## src/rtl/vga_timing_pkg.sv

```systemverilog
//==============================================================================
// Module      : vga_timing_pkg
// Description : Line timing constants, counter widths and receiver FSM encoding
//               shared by the VGA sync generator and vga_sync_rx.
// Revision    : 1.0 - initial release
//==============================================================================
`timescale 1ns/1ps
`default_nettype none

package vga_timing_pkg;

   localparam int H_TOTAL     = 1600;
   localparam int H_PULSE     = 192;
   localparam int H_BP        = 96;
   localparam int H_DISP      = 1280;
   localparam int H_FP        = 32;
   localparam int CLK_PER_PIX = 10;
   localparam int TOL         = 2;
   localparam int LOCK_LINES  = 4;

   localparam int CNT_W  = 12;
   localparam int PIX_W  = 7;
   localparam int LINE_W = 10;
   localparam int GOOD_W = 3;
   localparam int SUB_W  = 4;
   localparam int BAD_W  = 16;

   localparam logic [CNT_W-1:0] CNT_SAT    = CNT_W'(2 * H_TOTAL);
   localparam logic [CNT_W-1:0] DISP_FIRST = CNT_W'(H_PULSE + H_BP);
   localparam logic [CNT_W-1:0] DISP_LAST  = CNT_W'(H_PULSE + H_BP + H_DISP - 1);
   localparam logic [PIX_W-1:0] PIX_LAST   = PIX_W'(H_DISP / CLK_PER_PIX - 1);
   localparam logic [SUB_W-1:0] SUB_LAST   = SUB_W'(CLK_PER_PIX - 1);
   localparam logic [GOOD_W-1:0] GOOD_LOCK = GOOD_W'(LOCK_LINES);

   typedef enum logic [1:0] {
      ST_SEARCH = 2'd0,
      ST_VERIFY = 2'd1,
      ST_LOCKED = 2'd2
   } rx_state_e;

   function automatic logic in_tol(input logic [CNT_W-1:0] val, input int target);
      return (int'(val) >= target - TOL) && (int'(val) <= target + TOL);
   endfunction

endpackage

`default_nettype wire

```

## src/rtl/sync_edge_det.sv

```systemverilog
//==============================================================================
// Module      : sync_edge_det
// Description : Two-flop synchronizer plus edge register; one-cycle fall/rise
//               pulses appear three clocks after the pin edge.
// Revision    : 1.0 - initial release
//==============================================================================
`timescale 1ns/1ps
`default_nettype none

module sync_edge_det #(
   parameter logic IDLE_LEVEL = 1'b1
) (
   input  logic clk,
   input  logic reset,
   input  logic async_i,
   output logic fall_o,
   output logic rise_o
);

   logic meta_q;
   logic sync_q;
   logic prev_q;

   // Reset to the idle level so releasing reset never fabricates an edge.
   always_ff @(posedge clk or posedge reset) begin
      if (reset) begin
         meta_q <= IDLE_LEVEL;
         sync_q <= IDLE_LEVEL;
         prev_q <= IDLE_LEVEL;
      end else begin
         meta_q <= async_i;
         sync_q <= meta_q;
         prev_q <= sync_q;
      end
   end

   assign fall_o = prev_q & ~sync_q;
   assign rise_o = ~prev_q & sync_q;

endmodule

`default_nettype wire

```

## src/rtl/vga_sync_rx.sv

```systemverilog
//==============================================================================
// Module      : vga_sync_rx
// Description : Locks to incoming VGA hsync/vsync and regenerates pixel column,
//               line index and display-enable. Optional macro
//               VGA_SYNC_RX_STATS_EN adds the BAD_LINES counter and port.
// Revision    : 1.0 - initial release
//==============================================================================
`timescale 1ns/1ps
`default_nettype none

module vga_sync_rx
   import vga_timing_pkg::*;
(
   input  logic              clk,
   input  logic              reset,
   input  logic              VGA_HSYNC,
   input  logic              VGA_VSYNC,
   output logic [PIX_W-1:0]  HPIXEL,
   output logic [LINE_W-1:0] VLINE,
   output logic              DE,
   output logic              LOCKED
`ifdef VGA_SYNC_RX_STATS_EN
   ,
   output logic [BAD_W-1:0]  BAD_LINES
`endif
);

   logic w_hfall, w_hrise, w_vfall, w_vrise_unused;
   logic [CNT_W-1:0] w_period;
   logic w_line_good;

   rx_state_e state_q, state_d;
   logic [GOOD_W-1:0] good_q, good_d;
   logic [CNT_W-1:0]  cnt_q, cnt_d;
   logic [CNT_W-1:0]  width_q, width_d;
   logic [PIX_W-1:0]  pix_q, pix_d;
   logic [SUB_W-1:0]  sub_q, sub_d;
   logic [LINE_W-1:0] vline_q, vline_d;
   logic de_q, de_d;
   logic locked_q;

   sync_edge_det #(.IDLE_LEVEL(1'b1)) u_hsync_det (
      .clk     (clk),
      .reset   (reset),
      .async_i (VGA_HSYNC),
      .fall_o  (w_hfall),
      .rise_o  (w_hrise)
   );

   sync_edge_det #(.IDLE_LEVEL(1'b1)) u_vsync_det (
      .clk     (clk),
      .reset   (reset),
      .async_i (VGA_VSYNC),
      .fall_o  (w_vfall),
      .rise_o  (w_vrise_unused)
   );

   // Width is captured as cnt+1 so pulse width and period count the same way.
   assign w_period    = cnt_q + CNT_W'(1);
   assign w_line_good = in_tol(w_period, H_TOTAL) && in_tol(width_q, H_PULSE);

   always_comb begin
      state_d = state_q;
      good_d  = good_q;
      cnt_d   = cnt_q;
      width_d = width_q;
      vline_d = vline_q;
      pix_d   = '0;
      sub_d   = '0;
      de_d    = 1'b0;

      if (w_hfall)
         cnt_d = '0;
      else if (cnt_q != CNT_SAT)
         cnt_d = cnt_q + CNT_W'(1);

      if (w_hrise)
         width_d = w_period;

      case (state_q)
         ST_SEARCH: begin
            if (w_hfall) begin
               state_d = ST_VERIFY;
               good_d  = '0;
            end
         end
         ST_VERIFY: begin
            if (w_hfall) begin
               if (w_line_good) begin
                  good_d = good_q + GOOD_W'(1);
                  if (good_q + GOOD_W'(1) == GOOD_LOCK)
                     state_d = ST_LOCKED;
               end else begin
                  good_d = '0;
               end
            end
         end
         ST_LOCKED: begin
            if (w_hfall && !w_line_good) begin
               state_d = ST_VERIFY;
               good_d  = '0;
            end
         end
         default: begin
            state_d = ST_SEARCH;
            good_d  = '0;
         end
      endcase

      if (!w_hfall && cnt_q == CNT_SAT) begin
         state_d = ST_SEARCH;
         good_d  = '0;
      end

      if (w_vfall)
         vline_d = '0;
      else if (w_hfall && state_q == ST_LOCKED)
         vline_d = vline_q + LINE_W'(1);

      // Gate on the next state so DE falls in the same cycle as LOCKED.
      if (state_d == ST_LOCKED && cnt_q >= DISP_FIRST && cnt_q <= DISP_LAST) begin
         de_d = 1'b1;
         if (cnt_q == DISP_FIRST) begin
            pix_d = '0;
            sub_d = '0;
         end else if (sub_q == SUB_LAST) begin
            sub_d = '0;
            pix_d = (pix_q == PIX_LAST) ? pix_q : pix_q + PIX_W'(1);
         end else begin
            sub_d = sub_q + SUB_W'(1);
            pix_d = pix_q;
         end
      end
   end

   always_ff @(posedge clk or posedge reset) begin
      if (reset) begin
         state_q  <= ST_SEARCH;
         good_q   <= '0;
         cnt_q    <= '0;
         width_q  <= '0;
         pix_q    <= '0;
         sub_q    <= '0;
         vline_q  <= '0;
         de_q     <= 1'b0;
         locked_q <= 1'b0;
      end else begin
         state_q  <= state_d;
         good_q   <= good_d;
         cnt_q    <= cnt_d;
         width_q  <= width_d;
         pix_q    <= pix_d;
         sub_q    <= sub_d;
         vline_q  <= vline_d;
         de_q     <= de_d;
         locked_q <= (state_d == ST_LOCKED);
      end
   end

   assign HPIXEL = pix_q;
   assign VLINE  = vline_q;
   assign DE     = de_q;
   assign LOCKED = locked_q;

`ifdef VGA_SYNC_RX_STATS_EN
   logic [BAD_W-1:0] bad_q, bad_d;

   always_comb begin
      bad_d = bad_q;
      if (w_hfall && !w_line_good && state_q != ST_SEARCH && bad_q != '1)
         bad_d = bad_q + BAD_W'(1);
   end

   always_ff @(posedge clk or posedge reset) begin
      if (reset)
         bad_q <= '0;
      else
         bad_q <= bad_d;
   end

   assign BAD_LINES = bad_q;
`endif

endmodule

`default_nettype wire

```

## config.mk

```make
export PLATFORM = sky130hd
export DESIGN_NAME = vga_sync_rx
export DESIGN_NICKNAME = d
export VERILOG_FILES = /design/src/rtl/vga_timing_pkg.sv /design/src/rtl/sync_edge_det.sv /design/src/rtl/vga_sync_rx.sv
export SDC_FILE = /design/constraint.sdc
export NUM_CORES = 1
export LEC_CHECK = 0
export ABC_AREA = 1
export BUFFER_PORTS_ARGS = -buffer_cell sky130_fd_sc_hd__buf_4
export CORE_UTILIZATION = 55
export DETAILED_ROUTE_END_ITERATION = 8
export PLACE_DENSITY = 0.74
export SLEW_MARGIN = 15
export SYNTH_ARGS = -nofsm -noshare
export SYNTH_HDL_FRONTEND = slang
export SYNTH_HIERARCHICAL = 1
export SYNTH_SLANG_ARGS = --single-unit
```

## constraint.sdc

```tcl
create_clock -name clk -period 6.05 [get_ports clk]
set_input_delay 0.3025 -clock clk [delete_from_list [all_inputs] [get_ports clk]]
set_output_delay 0.3025 -clock clk [all_outputs]
set_load 0.02 [all_outputs]
```

==> results.md, run 1 <==
* Hold buffer count at cts at 0
* Syn. warnings at 6
* Hold Fails Final Rpt at 0
* CTS sink cnt at 58
* Clock power frac at 39.3%
* Drt first-iter violations at 156
* Worst slew pin tran at 0.921 ns
* CTS Buf Count at 9
* Cell Int Power at 0.662 mW
* Final WL at 6530 um
* Via-to-Cell Ratio at 5.27
* Peak VDD IR at 0.193 mV
* Max Slew Vio Count at 0
* Row count at 27
* Via count at 2,793
* Share of cells above drive strength 1 at 13.3%
* Pwr Density at 251 mW/mm^2
* Post_cts resized at 0
* Vias in the first global route at 2,526
* Crit start category: flip-flop
* Routed wire per std cell at 12.3 um
* Outcome: completed
* Tightest Hold Check Type: primary input to async pin
* Slew HR at 38.4%
* Setup violations, final at 0
* Die Span X at 78.3 um
* First-pass GRT wire length at 11,300 um
* Arrival @ worst endpoint at 2.77 ns
* Routability Congestion at 0.955
* Setup bufs post-CTS at 0
* CP Class: flip-flop to flip-flop
* Max_cap viols at 0
* Syn avg cell area at 7.48 um^2
* Layout Nets at 466
* Net Sw Frac at 26.9%
* Leakage at 1.84 nW
* Crit path time final at 2.50 ns
* Utilization after layout at 65.1%
* Total iterations of the first detailed-routing run at 5
* Die height at 78.3 um
* Fmax at 400 MHz
* Filler instances at 504
* Clock Skew at 0.0139 ns
* TritonCTS clock tree: done
* Part of the power in registers at 48.2%
* Cell Area, Synth at 0.00320 mm^2
* Flop-to-flop setup slack at 3.55 ns
* Clock-pin slew of the registers on the worst-case setup and hold paths at 0.06 ns
* Cells after Synth at 428
* Synth-to-Final Area Change at 12.7%
* RSZ-0062 raised after global routing: no
* Routed Antenna Nets at 0
* CTS Root Cell: clkbuf_8
* Comb pwr share at 12.5%
* Remaining Overflow, GRT at 0
* IO Count at 23
* H-tree lvl count at 3
* Crit. End Element: flip-flop
* Worst Path Max Fanout at 14
* Max Buffers Root-to-Sink at 2
* Total global-route track usage at 24.1%
* Largest net degree at the start of global routing at 53
* Final Cycle Share at 41.3%
* Port Buffers at 22
* Sum Neg Setup Slack at 0 ns
* Final HPWL DP at 4730 um
* # diodes at 0
* Starting density of the core at 57.7%
* Die area at 0.00613 mm^2
* Sw Pwr at 0.243 mW
* Initial antenna violation count at 0
* Skew-Pair Late Insertion Delay at 0.34 ns
* Synth Net Count at 441
* Total core area at 0.00554 mm^2
* Worst EP required at 6.32 ns
* DRC viols at 0
==> power groups by stage <==
stage	clock network [mW]	registers [mW]	logic, mW
2_1_floorplan	0	0.434	0.0932
3_3_place_gp	0	0.442	0.108
3_5_place_dp	0	0.443	0.111
4_1_cts	0.361	0.436	0.112
5_1_grt	0.377	0.441	0.131
6_report	0.355	0.437	0.113
==> sequential cells by signal, summed over array words and instances, names as in the netlist, 2 cells and up <==
register / cells
cnt_q: 12
state_q: 2
VLINE: 10
sub_q: 4
HPIXEL: 7
good_q: 3
width_q: 12
==> layout make-up <==
| class | instances | area [um^2] | area share [%] |
|---|---|---|---|
| clock buffers | 14 | 163 | 4.51 |
| clock inverters | 2 | 35.0 | 0.972 |
| inverters | 68 | 256 | 7.11 |
| multi-input cells | 294 | 1440 | 39.9 |
| flip-flops and latches | 58 | 1460 | 40.5 |
| well taps | 72 | 90.1 | 2.50 |
| repair buffers | 22 | 165 | 4.58 |
==> placed cells by master, fill, tap and decap left out <==
cell and count:
dfrtp_1 52, nor2_1 58, nand2_1 101, clkinv_2 2, nand3_1 27, nor3b_1 1, or2_2 1, nand4_1 8
o21a_1 1, o22ai_1 1, nand2_2 2, o221ai_1 1, nand2_4 1, bufinv_16 1, ha_1 9, nand3_2 2
inv_1 67, a21oi_1 16, nor2_2 10, clkbuf_8 11, clkbuf_1 3, a21o_1 1, o21bai_1 2, nor2_4 3
xor2_1 1, nor3_1 11, nor4_1 4, xnor2_1 2, buf_4 22, o21ai_0 30, nand3b_1 1, dfstp_2 6
==> worst paths after layout <==
path	startpoint	endpoint	depth (start not counted)
hold reg to reg	u_vsync_det/meta_q	u_vsync_det/sync_q	0
hold / removal	reset	u_vsync_det/meta_q	2
max in group asynchronous	reset	cnt_q[4]	2
setup / recovery	u_hsync_det/prev_q	VLINE[8]	10
setup reg to reg	u_hsync_det/prev_q	VLINE[8]	10
min in group clk	VGA_VSYNC	u_vsync_det/meta_q	1
==> worst max-delay path: stages (launching register included) <==
cell and delay (ns):
dfstp_2 0.53, inv_1 0.04, nor2_1 0.69, nand2_1 0.27, nand2_1 0.18, inv_1 0.07, nor3_1 0.23, nand2_1 0.12
o21ai_0 0.16, nand2_1 0.07, nor2_1 0.08
==> layer usage <==
metal	wire length (um)	up-vias	track usage (%)	share of wire (%)
met1	3270	1300	33.2	50
li1	-	1402	-	-
met5	0	-	0	0
met2	2840	81	36.8	44
met4	94	0	9.26	1.4
met3	329	10	5.81	5.0
==> metrics by stage <==
step	power, mW	hold slack, ns	cells	worst slack (ns)	cell area, um^2
2_1_floorplan	0.527	0.236	428	4.09	3200
3_3_place_gp	0.549	0.346	514	3.70	3410
3_5_place_dp	0.554	0.351	514	3.61	3410
4_1_cts	0.909	0.0301	530	3.57	3600
5_1_grt	0.948	0.0526	530	3.23	3610
6_report	0.905	0.0352	530	3.55	3610
Power figures use the tool's default switching activity.
==> inputs of run 2 (changes only) <==
==> constraint.sdc (replaced) <==
create_clock -name clk -period 2.54 [get_ports clk]
set_input_delay 0.127 -clock clk [delete_from_list [all_inputs] [get_ports clk]]
set_output_delay 0.127 -clock clk [all_outputs]
set_load 0.02 [all_outputs]
==> results.md, run 2 (same netlist as run 1, synthesis figures left out) <==
* Routed wire per std cell at 12.1 um (-1.8%)
* Layout Nets at 472 (+1.3%)
* H-tree lvl count at 3 (unchanged)
* Final Cycle Share at 89.7% (+48 points)
* IO Count at 23 (unchanged)
* Final WL at 6480 um (-0.72%)
* Cell Int Power at 1.61 mW (+140%)
* Pwr Density at 604 mW/mm^2 (+140%)
* Comb pwr share at 12.2% (-0.3 points)
* Routability Congestion at 0.882 (-7.6%)
* Die area at 0.00613 mm^2 (unchanged)
* Max Buffers Root-to-Sink at 2 (unchanged)
* Port Buffers at 22 (unchanged)
* Most frequent cells in the layout: nand2_1, inv_1, nor2_1, dfrtp_1, o21ai_0
* Tightest Hold Check Type: flip-flop to flip-flop
* Slew HR at 61.8% (+23 points)
* Worst slew pin tran at 0.573 ns (-0.348 ns)
* Max_cap viols at 0 (unchanged)
* Final HPWL DP at 4690 um (-0.86%)
* Row count at 27 (unchanged)
* CTS sink cnt at 58 (unchanged)
* DRC viols at 0 (unchanged)
* Peak VDD IR at 0.473 mV (+150%)
* Crit start category: flip-flop
* Setup violations, final at 0 (unchanged)
* Net Sw Frac at 27.7% (+0.83 points)
* Total core area at 0.00554 mm^2 (unchanged)
* Arrival @ worst endpoint at 2.55 ns (-0.22 ns)
* Largest net degree at the start of global routing at 29 (-45%)
* Die height at 78.3 um (unchanged)
* CP Class: flip-flop to flip-flop
* Part of the power in registers at 46.9% (-1.3 points)
* Max Slew Vio Count at 0 (unchanged)
* Leakage at 1.88 nW (+2.1%)
* Sum Neg Setup Slack at 0 ns (unchanged)
* Via-to-Cell Ratio at 5.11 (-3.0%)
* Synth-to-Final Area Change at 15.1%
* Clock Skew at 0.0106 ns (-0.00329 ns)
* Clock-pin slew of the registers on the worst-case setup and hold paths at 0.07 ns (about the same)
* First-pass GRT wire length at 11,100 um (-1.7%)
* Final hold slack at 0.355 ns (+0.319 ns)
* Routed Antenna Nets at 0 (unchanged)
* Total global-route track usage at 23.6% (-0.51 points)
* Vias in the first global route at 2,400 (-5.0%)
* Fmax at 439 MHz (+9.6%)
* TritonCTS clock tree: done
* RSZ-0062 raised after global routing: no
* Overall power at 2.22 mW (+150%)
* Worst EP required at 2.81 ns (-3.51 ns)
* # diodes at 0 (unchanged)
* Initial antenna violation count at 0 (unchanged)
* Commonest non-fill, non-tap cell in the layout: nand2_1
* Worst Path Max Fanout at 12 (-2)
* Skew-Pair Late Insertion Delay at 0.34 ns (about the same)
* CTS Root Cell: clkbuf_8
* Die Span X at 78.3 um (unchanged)
* Share of cells above drive strength 1 at 14.4% (+1.1 points)
* Remaining Overflow, GRT at 0 (unchanged)
* Via count at 2,739 (-1.9%)
* Starting density of the core at 57.7% (unchanged)
* Outcome: completed
* Drt first-iter violations at 169 (+8.3%)
* CTS Buf Count at 9 (unchanged)
* Hold Fails Final Rpt at 0 (unchanged)
* Crit. End Element: flip-flop
* Crit path time final at 2.28 ns (-0.219 ns)
* Utilization after layout at 66.4% (+1.4 points)
* Total iterations of the first detailed-routing run at 7 (+2)
* Sw Pwr at 0.615 mW (+150%)
* Clock power frac at 40.9% (+1.6 points)
==> run 2: stage by stage <==
step / instances / cell area (um^2) / setup WS [ns]
detailed placement: 517 / 3430 / 0.188
global placement: 517 / 3430 / 0.291
global route: 536 / 3680 / 0.0193
CTS: 536 / 3670 / 0.157
finish: 536 / 3680 / 0.262
floorplan: 428 / 3200 / 0.585
==> run 2: layer usage <==
metal | track usage, % | up-vias | wire length [um]
met3 | 5.35 | 10 | 339
met5 | 0 | - | 0
li1 | - | 1415 | -
met4 | 9.44 | 0 | 102
met2 | 33.9 | 69 | 2830
met1 | 34.4 | 1245 | 3210
==> run 2: final timing paths <==
check / from / end / slack (ns) / cells after the start
worst max-delay path: cnt_q[0] / HPIXEL[4] / 0.26 / 15
worst min-delay path: u_vsync_det/meta_q / u_vsync_det/sync_q / 0.35 / 0
worst max register to register: cnt_q[0] / HPIXEL[4] / 0.26 / 15
worst min register to register: u_vsync_det/meta_q / u_vsync_det/sync_q / 0.35 / 0
max in group asynchronous: reset / cnt_q[2] / 1.43 / 4
min in group asynchronous: reset / u_hsync_det/sync_q / 0.43 / 3
==> run 2: power groups by stage <==
stage | sequential (mW) | combinational (mW) | clock, mW
detailed placement | 1.06 | 0.261 | 0
global route | 1.05 | 0.315 | 0.957
CTS | 1.04 | 0.268 | 0.921
finish | 1.04 | 0.271 | 0.910
floorplan | 1.03 | 0.222 | 0
global placement | 1.05 | 0.258 | 0
==> run 2: cell type report <==
cell class | count | area, um^2
clock inverter | 4 | 48.8
sequential | 58 | 1460
clock buffer | 12 | 165
inverter | 68 | 255
multi-input combinational | 294 | 1450
timing repair buffer | 28 | 218
fill | 458 | 1860
tap | 72 | 90.1
==> run 2: worst max-delay path: stages, from the launching register on <==
cell     delay (ns)
dfrtp_1        0.45
inv_1          0.15
ha_1           0.34
inv_1          0.09
nor2_1         0.04
nor2_1         0.15
nand2_1        0.07
nor2_1         0.10
nand2_1        0.06
nand2_1        0.06
nand3_1        0.09
nand2_1        0.09
nand2_1        0.09
nand2_2        0.09
nand3_4        0.17
nor2_1         0.14
==> run 2: repair_timing <==
action                                  CTS  global route
hold buffers                              3             0
setup buffers                             0             0
hold endpoints to repair                 34             0
resized for setup                         0             1
endpoints found under the setup margin    0            12
